==> config.mk <==
export PLATFORM = sky130hd
export DESIGN_NAME = dmem_arbiter
export DESIGN_NICKNAME = d
export VERILOG_FILES = /design/src/rtl/dmem_arb_pkg.sv /design/src/rtl/dmem_arb_age_ctr.sv /design/src/rtl/dmem_arbiter.sv
export SDC_FILE = /design/constraint.sdc
export NUM_CORES = 1
export LEC_CHECK = 0
export CORE_ASPECT_RATIO = 1.2
export CORE_MARGIN = 2
export CORE_UTILIZATION = 29
export DETAILED_ROUTE_END_ITERATION = 10
export PLACE_DENSITY_LB_ADDON = 0.08
export SYNTH_ARGS = -nofsm -noshare
export SYNTH_HDL_FRONTEND = slang
export SYNTH_HIERARCHICAL = 1
export SYNTH_SLANG_ARGS = --single-unit
export TNS_END_PERCENT = 10
==> constraint.sdc <==
create_clock -name clk -period 4.45 [get_ports clk]
set_input_delay 0.445 -clock clk [delete_from_list [all_inputs] [get_ports clk]]
set_output_delay 0.445 -clock clk [all_outputs]
set_load 0.05 [all_outputs]
==> src/rtl/dmem_arb_pkg.sv <==
// Shared defaults and the ownership encoding for the data-memory arbiter.
package dmem_arb_pkg;

  localparam int DEF_ADDR_W = 10;
  localparam int DEF_DATA_W = 10;

  typedef enum logic [1:0] {
    OWN_NONE = 2'd0,
    OWN_CPU  = 2'd1,
    OWN_DBG  = 2'd2
  } owner_e;

endpackage

==> src/rtl/dmem_arb_age_ctr.sv <==
// Debug wait counter: counts cycles a debug request goes ungranted and
// raises force_dbg once it reaches MAX_WAIT so the requester cannot starve.
module dmem_arb_age_ctr #(
  parameter int MAX_WAIT = 4
) (
  input  logic clk,
  input  logic rst,
  input  logic dbg_req,
  input  logic dbg_gnt,
  output logic force_dbg
);

  logic [3:0] wait_cnt;

  // NOTE: sequential state is written with non-blocking assignments only.
  always_ff @(posedge clk or posedge rst) begin
    if (rst) begin
      wait_cnt <= 4'd0;
    end else if (!dbg_req || dbg_gnt) begin
      wait_cnt <= 4'd0;
    end else if (wait_cnt != 4'hF) begin
      wait_cnt <= wait_cnt + 4'd1;
    end
  end

  // A request dropped at the threshold must not pull the RAM away from the CPU.
  assign force_dbg = dbg_req && (wait_cnt == 4'(MAX_WAIT));

endmodule

==> src/rtl/dmem_arbiter.sv <==
// Single-port data-memory arbiter between the CPU EM stage and a debug/loader
// port. Define DMEM_ARB_AGING_EN to add debug starvation protection.
module dmem_arbiter
  import dmem_arb_pkg::*;
#(
  parameter int ADDR_W   = DEF_ADDR_W,
  parameter int DATA_W   = DEF_DATA_W,
  parameter int MAX_WAIT = 4
) (
  input  logic              clk,
  input  logic              rst,
  input  logic              cpu_halted,
  input  logic              cpu_req,
  input  logic              cpu_we,
  input  logic [ADDR_W-1:0] cpu_addr,
  input  logic [DATA_W-1:0] cpu_wdata,
  output logic [DATA_W-1:0] cpu_rdata,
  output logic              cpu_stall,
  input  logic              dbg_req,
  input  logic              dbg_we,
  input  logic [ADDR_W-1:0] dbg_addr,
  input  logic [DATA_W-1:0] dbg_wdata,
  output logic              dbg_gnt,
  output logic [DATA_W-1:0] dbg_rdata,
  output logic              dbg_rvalid,
  output logic              ram_we,
  output logic [ADDR_W-1:0] ram_addr,
  output logic [DATA_W-1:0] ram_wdata,
  input  logic [DATA_W-1:0] ram_rdata
);

  if (MAX_WAIT < 1 || MAX_WAIT > 15) begin : g_bad_max_wait
    $error("dmem_arbiter: MAX_WAIT must be within 1..15");
  end

  owner_e owner;
  logic   cpu_eff;
  logic   force_dbg;

  assign cpu_eff = cpu_req && !cpu_halted;

`ifdef DMEM_ARB_AGING_EN
  dmem_arb_age_ctr #(
    .MAX_WAIT (MAX_WAIT)
  ) u_age_ctr (
    .clk       (clk),
    .rst       (rst),
    .dbg_req   (dbg_req),
    .dbg_gnt   (dbg_gnt),
    .force_dbg (force_dbg)
  );
`else
  assign force_dbg = 1'b0;
`endif

  // Ownership is forced to NONE during reset so no access can start.
  always_comb begin
    owner = OWN_NONE;
    if (rst) begin
      owner = OWN_NONE;
    end else if (force_dbg) begin
      owner = OWN_DBG;
    end else if (cpu_eff) begin
      owner = OWN_CPU;
    end else if (dbg_req) begin
      owner = OWN_DBG;
    end
  end

  // NOTE: every output gets a default before the case so no latch is inferred.
  always_comb begin
    ram_we    = 1'b0;
    ram_addr  = '0;
    ram_wdata = '0;
    cpu_stall = 1'b0;
    dbg_gnt   = 1'b0;
    unique case (owner)
      OWN_CPU: begin
        ram_we    = cpu_we;
        ram_addr  = cpu_addr;
        ram_wdata = cpu_wdata;
      end
      OWN_DBG: begin
        ram_we    = dbg_we;
        ram_addr  = dbg_addr;
        ram_wdata = dbg_wdata;
        dbg_gnt   = 1'b1;
        cpu_stall = cpu_eff;
      end
      default: ;
    endcase
  end

  assign cpu_rdata = ram_rdata;

  always_ff @(posedge clk or posedge rst) begin
    if (rst) begin
      dbg_rdata  <= '0;
      dbg_rvalid <= 1'b0;
    end else begin
      dbg_rvalid <= dbg_gnt && !dbg_we;
      if (dbg_gnt && !dbg_we) begin
        dbg_rdata <= ram_rdata;
      end
    end
  end

endmodule

== Word-level counts from Yosys, hierarchy flattened ==
Index checks and enable logic that the tools add are counted.

* Register bits: 11
* Output and inout bits: 44

* Eq/ne operators: 2
* Multiplexer cells: 8
* Reductions and logical operators: 4

{| class="wikitable"
|+ Operators with widths
! kind !! number
|-
| $pmux 10 s2 || 2
|-
| $mux 2 || 3
|-
| $eq 2x1->1 const B || 1
|-
| $eq 2x2->1 const B || 1
|-
| $logic_and 1x1->1 || 2
|-
| $logic_not 1->1 || 2
|-
| $mux 1 || 2
|-
| $pmux 1 s2 || 1
|}

== Longest topological paths before layout ==
* Depth in word-level cells: 7
* Depth in mapped cells: 7
* Depth with buffers taken out: 5

== Least setup slack after synthesis ==
No wires, ideal clock.

* Path type: input -> output
* Start point: input rst
* End point: output ram_addr[0]
* Arrival: 2612 ps
* Required time: 4005 ps
* Setup slack: 1393 ps
* Stages: 7
* Path buffers: 2
* Cells stage by stage: inv_1 > and3_1 > ha_1 > buf_2 > buf_4 > a22oi_1 > nor2_1

* Word-level cells in the longest chain between the ends: 3
* Elaborated cells between the ends (all ways): 4

{| class="wikitable"
|+ RTL lines
! what !! RTL line !! text
|-
| from (decl) || dmem_arbiter.sv:11 || <nowiki>input logic rst,</nowiki>
|-
| $mux 2 * || dmem_arbiter.sv:59 || <nowiki>if (rst) begin</nowiki>
|-
| $eq 2x2->1 or $eq 2x1->1 (tied branches) || dmem_arbiter.sv:77 || <nowiki>unique case (owner)</nowiki>
|-
| $pmux 10 s2 * || dmem_arbiter.sv:77 ||
|-
| to (decl) || dmem_arbiter.sv:27 || <nowiki>output logic [ADDR_W-1:0] ram_addr,</nowiki>
|}

Mark *: on every way between the ends. The rest lies on a longest branch, timed or not.

== Final worst setup path ==
* Start point: input rst
* End point: output ram_wdata[4]

* Word-level cells in the longest chain between the ends: 3
* Elaborated cells between the ends (all ways): 4

{| class="wikitable"
|+ RTL lines
! what !! RTL line !! text
|-
| $mux 2 * || dmem_arbiter.sv:59 ||
|-
| $eq 2x2->1 or $eq 2x1->1 (tied branches) || dmem_arbiter.sv:77 ||
|-
| $pmux 10 s2 * || dmem_arbiter.sv:77 ||
|-
| to (decl) || dmem_arbiter.sv:28 || <nowiki>output logic [DATA_W-1:0] ram_wdata,</nowiki>
|}

Marked as above.

==> impl_metrics.ini <==
[timing]
holdWs_ns = 0.513
worstMarginPinSlew_ns = 0.718
hold_viol_final = 0
post-route-min-period_ns = 3.75
rsz0062_at_grt = no
fmax_ghz = 0.267
post-route-period-util_pct = 84.2
skew_ns = 0
slew_headroom_pct = 52.1
drv_slew = 0
setup_violations = 0
tns_ns = 0

[cells_and_area]
stdcell_count = 213
layout_commonest_cell = clkdlybuf4s50_1
diodes = 0
area_growth_pct = 108
utilization_pct = 64.2
nFillCells = 248
multiInputGateArea_um2 = 473
drive_above_1_share_pct = 8.38
nets = 240
seqCellArea_um2 = 275
final_cell_mix = clkdlybuf4s50_1, nor2_1, a22oi_1, dfrtp_1, mux2_4

[synth]
ys_types = 18
yosysWarnings = 6
synth_cells = 92
yosysSeqAreaShare_pct = 31.4
synth_area_um2 = 877
synth.avg_cell_area_um2 = 9.53
synth_seq_cells = 11
syn_nets = 152

[setup_path]
regToRegSetupSlack_ns = 3.68
slowest_delay_ns = 0.83
cp_cell_sequence = clkdlybuf4s50_1, inv_1, and3_1, ha_1, a22oi_1, nor2_1, clkdlybuf4s50_1
worstPathMaxFanout = 20
crit_family = buffers and inverters
cp.required_ns = 4.01
critPathBufInv = 3
worstSetupStartpointType = primary input
end_kind = output port
critPathSlowestCell = clkdlybuf4s50_1
worst-setup-path-type = in -> out
cpMostUsedCell = clkdlybuf4s50_1
worst_ep_arrival_time_ns = 3.30

[global_routing]
overflow = 0
antenna_found_initial = 0
grt_start_max_net_pins = 22
grt_pass1_wl_um = 4640
track_usage_pct = 18.2
grt_pass1_vias = 1014

[hold_path]
min_path_type = reg -> reg

[die]
start_util_pct = 30.9
core_area_mm2 = 0.00284
die_x_um = 54.2
die_y_um = 64.2
die_area_mm2 = 0.00348
row_count = 21
io_pins = 101

[place]
place.gp.congestion = 0.634
numPortBuffers = 100
dp.cells = 209
place_hpwl_um = 2550

[outcome]
status = finished clean

[drt]
firstDrtPassIters = 4
drc = 0
antenna_left = 0
drtIter0Drc = 24
drt-total-wl_um = 3200
post_drt_wl_per_cell_um = 15.0
via_count = 1040
viasPerCell = 4.88

[power]
leakage_nw = 0.694
p_seq_share_pct = 27.3
clockPowerShare_pct = 13.4
p_switching_w = 0.000204
ir_drop_v = 0.000253
p_comb_share_pct = 59.3
switching_share_pct = 41.6
power.internal_w = 0.000287
pwr_density_cell_mw_per_mm2 = 269

[clocking]
clockRootBuffer = clkbuf_4
h-tree-depth = 1
cts_buffers = 3
hold_buffers = 0
cts_resized = 0
insertion_delay_ns = 0.26
clkTransAtPathRegs_ns = 0.06
post_cts_buffers = 0
cts_tree = done
clockBufferDepth = 2
cts.sinks = 11

[job]
drv_cap = 0
logic make-up (layout without fill, tap and decap cells):
logic type               after synthesis  after routing  synth area share [%]
AND/OR/NAND/NOR                       29             29                  15.0
adder cells (fa/ha/maj)                3              3                  4.28
AO/OA/AOI/OAI                         21             21                  18.0
flip-flops                            11             11                  31.4
multiplexers                          10             10                  16.7
buffers and inverters                 18            105                  14.7
through the flow:
step / instance area (µm²) / worst slack (ns) / total power [W]
CTS: 1820 / 0.671 / 0.000497
floorplan: 877 / 1.39 / 0.000312
global route: 1820 / 0.419 / 0.000516
finish: 1820 / 0.705 / 0.000491
global placement: 1800 / 0.762 / 0.000426
detailed placement: 1800 / 0.688 / 0.000427
cell usage after synthesis, drive strengths merged:
library cell | instances | share of area (%)
mux2 | 10 | 17
clkbuf | 2 | 0.86
inv | 1 | 0.43
nand2 | 1 | 0.43
nor2b | 2 | 2.3
and2 | 1 | 0.86
a22oi | 21 | 18
nand3 | 1 | 0.57
dfrtp | 11 | 31
nor2 | 22 | 9.4
and3 | 1 | 0.71
buf | 15 | 13
nand2b | 1 | 0.71
ha | 3 | 4.3
state kept, by name (all words and copies together), names as in the netlist:
register / count
dbg_rdata: 10
dbg_rvalid: 1
worst paths after layout:
path | depth (start not counted) | endpoint | from
worst max-delay path | 7 | ram_wdata[4] | rst
worst min-delay path | 1 | dbg_rdata[3] | dbg_rdata[3]
worst max register to register | 1 | dbg_rdata[4] | dbg_rdata[4]
worst min register to register | 1 | dbg_rdata[3] | dbg_rdata[3]
max in group asynchronous | 2 | dbg_rdata[1] | rst
min in group asynchronous | 2 | dbg_rdata[6] | rst
routing by layer:
metal	vias to the layer above	GRT usage, %	wire (µm)
li1	490	-	-
met1	469	19.0	1060
met2	75	30.3	1540
met3	6	7.48	535
met4	0	8.44	65
met5	-	0	0
cell type report:
| class | count | share of cell area [%] |
|---|---|---|
| Timing Repair Buffer | 100 | 54.9 |
| Multi-Input combinational cell | 63 | 26.0 |
| Sequential cell | 11 | 15.1 |
| Tap cell | 34 | 2.34 |
| Clock buffer | 4 | 1.44 |
| Inverter | 1 | 0.206 |
power groups by stage:
stage,combinational [W],sequential [W],clock (W)
floorplan,0.000102,0.000210,0
global placement,0.000290,0.000135,0
detailed placement,0.000292,0.000135,0
CTS,0.000294,0.000134,0.0000692
global route,0.000304,0.000137,0.0000749
finish,0.000291,0.000134,0.0000658
No activity file was read; power rests on OpenSTA's default activity.
